===== src/rtl/if_bus_rr_arbiter.sv =====
// Round-robin, packet-locking arbiter that shares one valid/ready bus among NREQ requesters.
// Optional stall watchdog enabled by defining ARB_TIMEOUT_EN.
module if_bus_rr_arbiter #(
  parameter int NREQ    = 4,
  parameter int DW      = 32,
  parameter int TIMEOUT = 16
) (
  input  logic                    clk,
  input  logic                    rst,
  input  logic [NREQ-1:0]         req_valid,
  input  logic [NREQ-1:0]         req_last,
  input  logic [NREQ*DW-1:0]      req_data,
  output logic [NREQ-1:0]         req_ready,
  output logic                    bus_valid,
  output logic                    bus_last,
  output logic [DW-1:0]           bus_data,
  input  logic                    bus_ready,
  output logic [$clog2(NREQ)-1:0] grant_id,
  output logic                    busy,
  output logic                    timeout_pulse
);
  localparam int GW = $clog2(NREQ);

  typedef enum logic {IDLE, LOCKED} state_t;

  state_t        state, state_nxt;
  logic [GW-1:0] rr_ptr, rr_ptr_nxt, grant_nxt, grant_inc;
  logic [GW-1:0] win_id, scan_idx;
  logic          win_found, xfer, wd_fire;

  // Explicit wrap so non-power-of-2 NREQ never points past the last requester.
  assign grant_inc = (grant_id == GW'(NREQ - 1)) ? '0 : grant_id + GW'(1);

  // Scan from the highest offset down so the first valid after rr_ptr wins.
  always_comb begin
    win_found = 1'b0;
    win_id    = '0;
    scan_idx  = '0;
    for (int k = NREQ - 1; k >= 0; k--) begin
      scan_idx = GW'((int'(rr_ptr) + k) % NREQ);
      if (req_valid[scan_idx]) begin
        win_found = 1'b1;
        win_id    = scan_idx;
      end
    end
  end

  // Owner pass-through; bus_valid depends only on req_valid and state, never on bus_ready.
  always_comb begin
    bus_valid = 1'b0;
    bus_last  = 1'b0;
    bus_data  = '0;
    req_ready = '0;
    if (state == LOCKED) begin
      bus_valid           = req_valid[grant_id];
      bus_last            = req_last[grant_id];
      bus_data            = req_data[int'(grant_id)*DW +: DW];
      req_ready[grant_id] = bus_ready;
    end
  end

  assign xfer = bus_valid & bus_ready;
  assign busy = (state == LOCKED);

  always_comb begin
    state_nxt  = state;
    rr_ptr_nxt = rr_ptr;
    grant_nxt  = grant_id;
    case (state)
      IDLE: begin
        if (win_found) begin
          state_nxt = LOCKED;
          grant_nxt = win_id;
        end
      end
      LOCKED: begin
        if ((xfer && bus_last) || wd_fire) begin
          state_nxt  = IDLE;
          rr_ptr_nxt = grant_inc;
        end
      end
      default: state_nxt = IDLE;
    endcase
  end

  always_ff @(posedge clk) begin
    if (rst) begin
      state    <= IDLE;
      rr_ptr   <= '0;
      grant_id <= '0;
    end else begin
      state    <= state_nxt;
      rr_ptr   <= rr_ptr_nxt;
      grant_id <= grant_nxt;
    end
  end

`ifdef ARB_TIMEOUT_EN
  localparam int SW = $clog2(TIMEOUT + 1);
  logic [SW-1:0] stall_cnt;

  assign wd_fire = (state == LOCKED) && !xfer && (stall_cnt == SW'(TIMEOUT - 1));

  // Held at zero outside LOCKED so every new grant starts a fresh count.
  always_ff @(posedge clk) begin
    if (rst) begin
      stall_cnt     <= '0;
      timeout_pulse <= 1'b0;
    end else begin
      timeout_pulse <= wd_fire;
      if (state != LOCKED || xfer || wd_fire) stall_cnt <= '0;
      else                                    stall_cnt <= stall_cnt + SW'(1);
    end
  end
`else
  assign wd_fire       = 1'b0;
  assign timeout_pulse = 1'b0;
`endif

endmodule


===== config.mk =====
export PLATFORM = sky130hd
export DESIGN_NAME = if_bus_rr_arbiter
export DESIGN_NICKNAME = d
export VERILOG_FILES = /design/src/rtl/if_bus_rr_arbiter.sv
export SDC_FILE = /design/constraint.sdc
export NUM_CORES = 1
export LEC_CHECK = 0
export CORE_ASPECT_RATIO = 0.8
export CORE_MARGIN = 1.5
export CORE_UTILIZATION = 28
export CTS_BUF_LIST = sky130_fd_sc_hd__clkbuf_8
export CTS_CLUSTER_DIAMETER = 80
export DETAILED_ROUTE_END_ITERATION = 10
export PLACE_DENSITY_LB_ADDON = 0.1
export SLEW_MARGIN = 20
export SYNTH_ARGS = -nofsm -noshare
export SYNTH_HDL_FRONTEND = slang
export SYNTH_SLANG_ARGS = --single-unit

===== constraint.sdc =====
create_clock -name clk -period 4.8 [get_ports clk]
set_input_delay 1.44 -clock clk [delete_from_list [all_inputs] [get_ports clk]]
set_output_delay 1.44 -clock clk [all_outputs]
set_load 0.1 [all_outputs]

==> results.yml <==
logic_synthesis:
  ys_ff_latch: 5
  ys_warn_count: 0
  syn_nets: 268
  netlist_top_cells_area: "mux4_2 (52%), and2_1 (15%), dfxtp_1 (7.2%), mux4_1 (3.8%), ha_1 (3.6%)"
  syn_avg_cell_area_sq_um: 11.2
  netlist_area_sq_mm: 0.00140
  synth-edff-count: 0
  netlist_instances: 125
  synth_cell_type_count: 25
  synth-main-ff-cell: "dfxtp_1"
  yosysTopAreaCellShare_pct: 51.6
  async_flop_share_pct: 0
  yosysTopAreaCell: "mux4_2"
  seq_area_frac_synth_pct: 7.16
worst_setup_path:
  critPathLaunchType: "input pin"
  required_ns: 3.36
  arrival_ns: 2.89
  crit_type: "input pin to output pin"
  crit_fanout: 6
  endpoint_kind: "output pin"
grt:
  grt_max_degree: 28
  grt_antenna_before_repair: 0
  grt_pass1_vias: 1721
  grt_usage_pct: 22.8
  grt_pass1_wl_um: 9260
  grt-ovfl-total: 0
timing:
  tns_ns: 0
  period_share_pct: 90.2
  fin_skew_ns: 0.00381
  period_needed_ns: 4.33
  slew_viol_final: 0
  relSlewSlack_pct: 59.7
  hold_viol_final: 0
  rsz0062_at_grt: "no"
  setup_viol: 0
  fmax_mhz: 231
  worstMarginPinSlew_ns: 0.604
cells_and_area:
  multi_input_area_sq_mm: 0.00121
  num_antenna_cells: 0
  stdcell_count: 358
  nets: 442
  layout-drive-gt1-share_pct: 27.5
  syn_to_final_growth_pct: 131
  fill_cells: 392
  seqCellArea_sq_um: 101
place:
  placed_cells_incl_taps: 354
  io_buffer_count: 179
  gp_routability_congestion: 0.761
  hpwlAfterDp_um: 5260
die:
  die_area_sq_mm: 0.00543
  rows: 22
  io_pins: 181
  die_x_um: 82.0
  coreArea_sq_mm: 0.00468
  die_height_um: 66.2
  start_util_pct: 29.9
clock_tree:
  cts_tree: "built"
  cts.repair.resized: 0
  clk_latency_ns: 0.23
  htreeDepth: 1
  cts.reportedPaths.clkPinSlew_ns: 0.04
  postCtsSetupBuffers: 0
  clock-root-buffer: "clkbuf_8"
  cts-buffers-inserted: 3
  cts_max_path_buffers: 2
  clkSinkCount: 5
  cts-hold-fix-buffers: 0
power:
  leakage_nw: 1.26
  power.density_mw_per_mm2: 196
  ir_drop_v: 0.000196
routing:
  drt-wirelength-per-cell_um: 17.6
  avgViaCountPerCell: 4.94
  routed_wirelength_um: 6320
  firstDrtPassIters: 6
  drc_errors: 0
  vias: 1768
  first_iter_violations: 67
  antenna_left: 0
run_status:
  status: "completed"
job:
  cap_violations: 0
worst_hold_path:
  worstHoldPathType: "register to register"
-- worst max-delay path, stage by stage --
cell and delay [ns]:
clkdlybuf4s50_1 0.49, mux4_1 0.57, and2_1 0.21, buf_12 0.17
-- final timing paths --
| path | from | endpoint | slack (ns) | cells after the start |
|---|---|---|---|---|
| worst max register to register | grant_id[1] | rr_ptr[1] | 2.91 | 4 |
| worst max-delay path | req_valid[0] | bus_valid | 0.47 | 4 |
| worst min register to register | rr_ptr[0] | rr_ptr[0] | 0.48 | 2 |
| worst min-delay path | rr_ptr[0] | rr_ptr[0] | 0.48 | 2 |
-- area by class of cell --
cell class / instances / share of cell area, %
Inverter: 4 / 0.465
Sequential cell: 5 / 3.14
Clock buffer: 3 / 1.28
Clock inverter: 1 / 0.116
Timing Repair Buffer: 182 / 55.0
Tap cell: 60 / 2.33
Multi-Input combinational cell: 103 / 37.7
-- kinds of logic (layout without fill, tap and decap cells) --
logic type	after synthesis	in the layout	share of synthesized area, %
adders and majority gates	4	4	3.58
buffers and inverters	17	190	5.91
AOI/OAI and AO/OA	8	8	3.31
other	1	1	0.268
muxes	36	36	56.8
and+or+nand+nor	54	54	23.0
DFF	5	5	7.16
-- report_power, final --
part	switching [mW]	internal, mW
clock	0.0228	0.0550
sequential	0.0105	0.0444
combinational	0.290	0.211
-- flip-flops by register name, summed over array words and instances, names as in the netlist --
register and cells:
busy 1, rr_ptr 2, grant_id 2
-- cells in the mapped netlist, types with 3 or more instances --
| library cell | n |
|---|---|
| mux4_2 | 32 |
| and3_1 | 4 |
| nand2_1 | 4 |
| clkbuf_1 | 7 |
| nor2_1 | 5 |
| and2_1 | 34 |
| inv_1 | 4 |
| a21oi_1 | 6 |
| ha_1 | 4 |
| buf_2 | 3 |
| dfxtp_1 | 5 |
-- metrics by stage --
stage | setup WS [ns] | total power, mW | cell area, sq um | util (%) | hold WS [ns]
floorplan | 0.759 | 0.374 | 1400 | - | 0.439
global placement | 0.502 | 0.554 | 3180 | 68.0 | 0.467
detailed placement | 0.490 | 0.558 | 3180 | 68.0 | 0.479
CTS | 0.476 | 0.637 | 3230 | 68.9 | 0.485
global route | 0.432 | 0.660 | 3230 | 68.9 | 0.501
finish | 0.469 | 0.633 | 3230 | 68.9 | 0.483
-- layout by cell type, fill, tap and decap left out, types with 2 or more instances in the layout --
cell               n
nor2_1             5
inv_1              5
ha_1               4
mux4_1             2
dfxtp_1            4
buf_12             5
clkdlybuf4s50_1  138
buf_4             39
mux2i_1            2
mux4_2            32
and2_1            34
clkbuf_8           3
nand2_1            4
a21oi_1            6
and3_1             4
-- layer usage --
metal	up-vias	part of all wire (%)	global-route usage (%)	routed length [um]
li1	833	-	-	-
met1	839	39	28.8	2480
met2	83	50	38.9	3160
met3	13	8.7	5.10	547
met4	0	2.0	6.36	127
met5	-	0	0	0
Note: power is estimated with default switching activity, not from simulation.
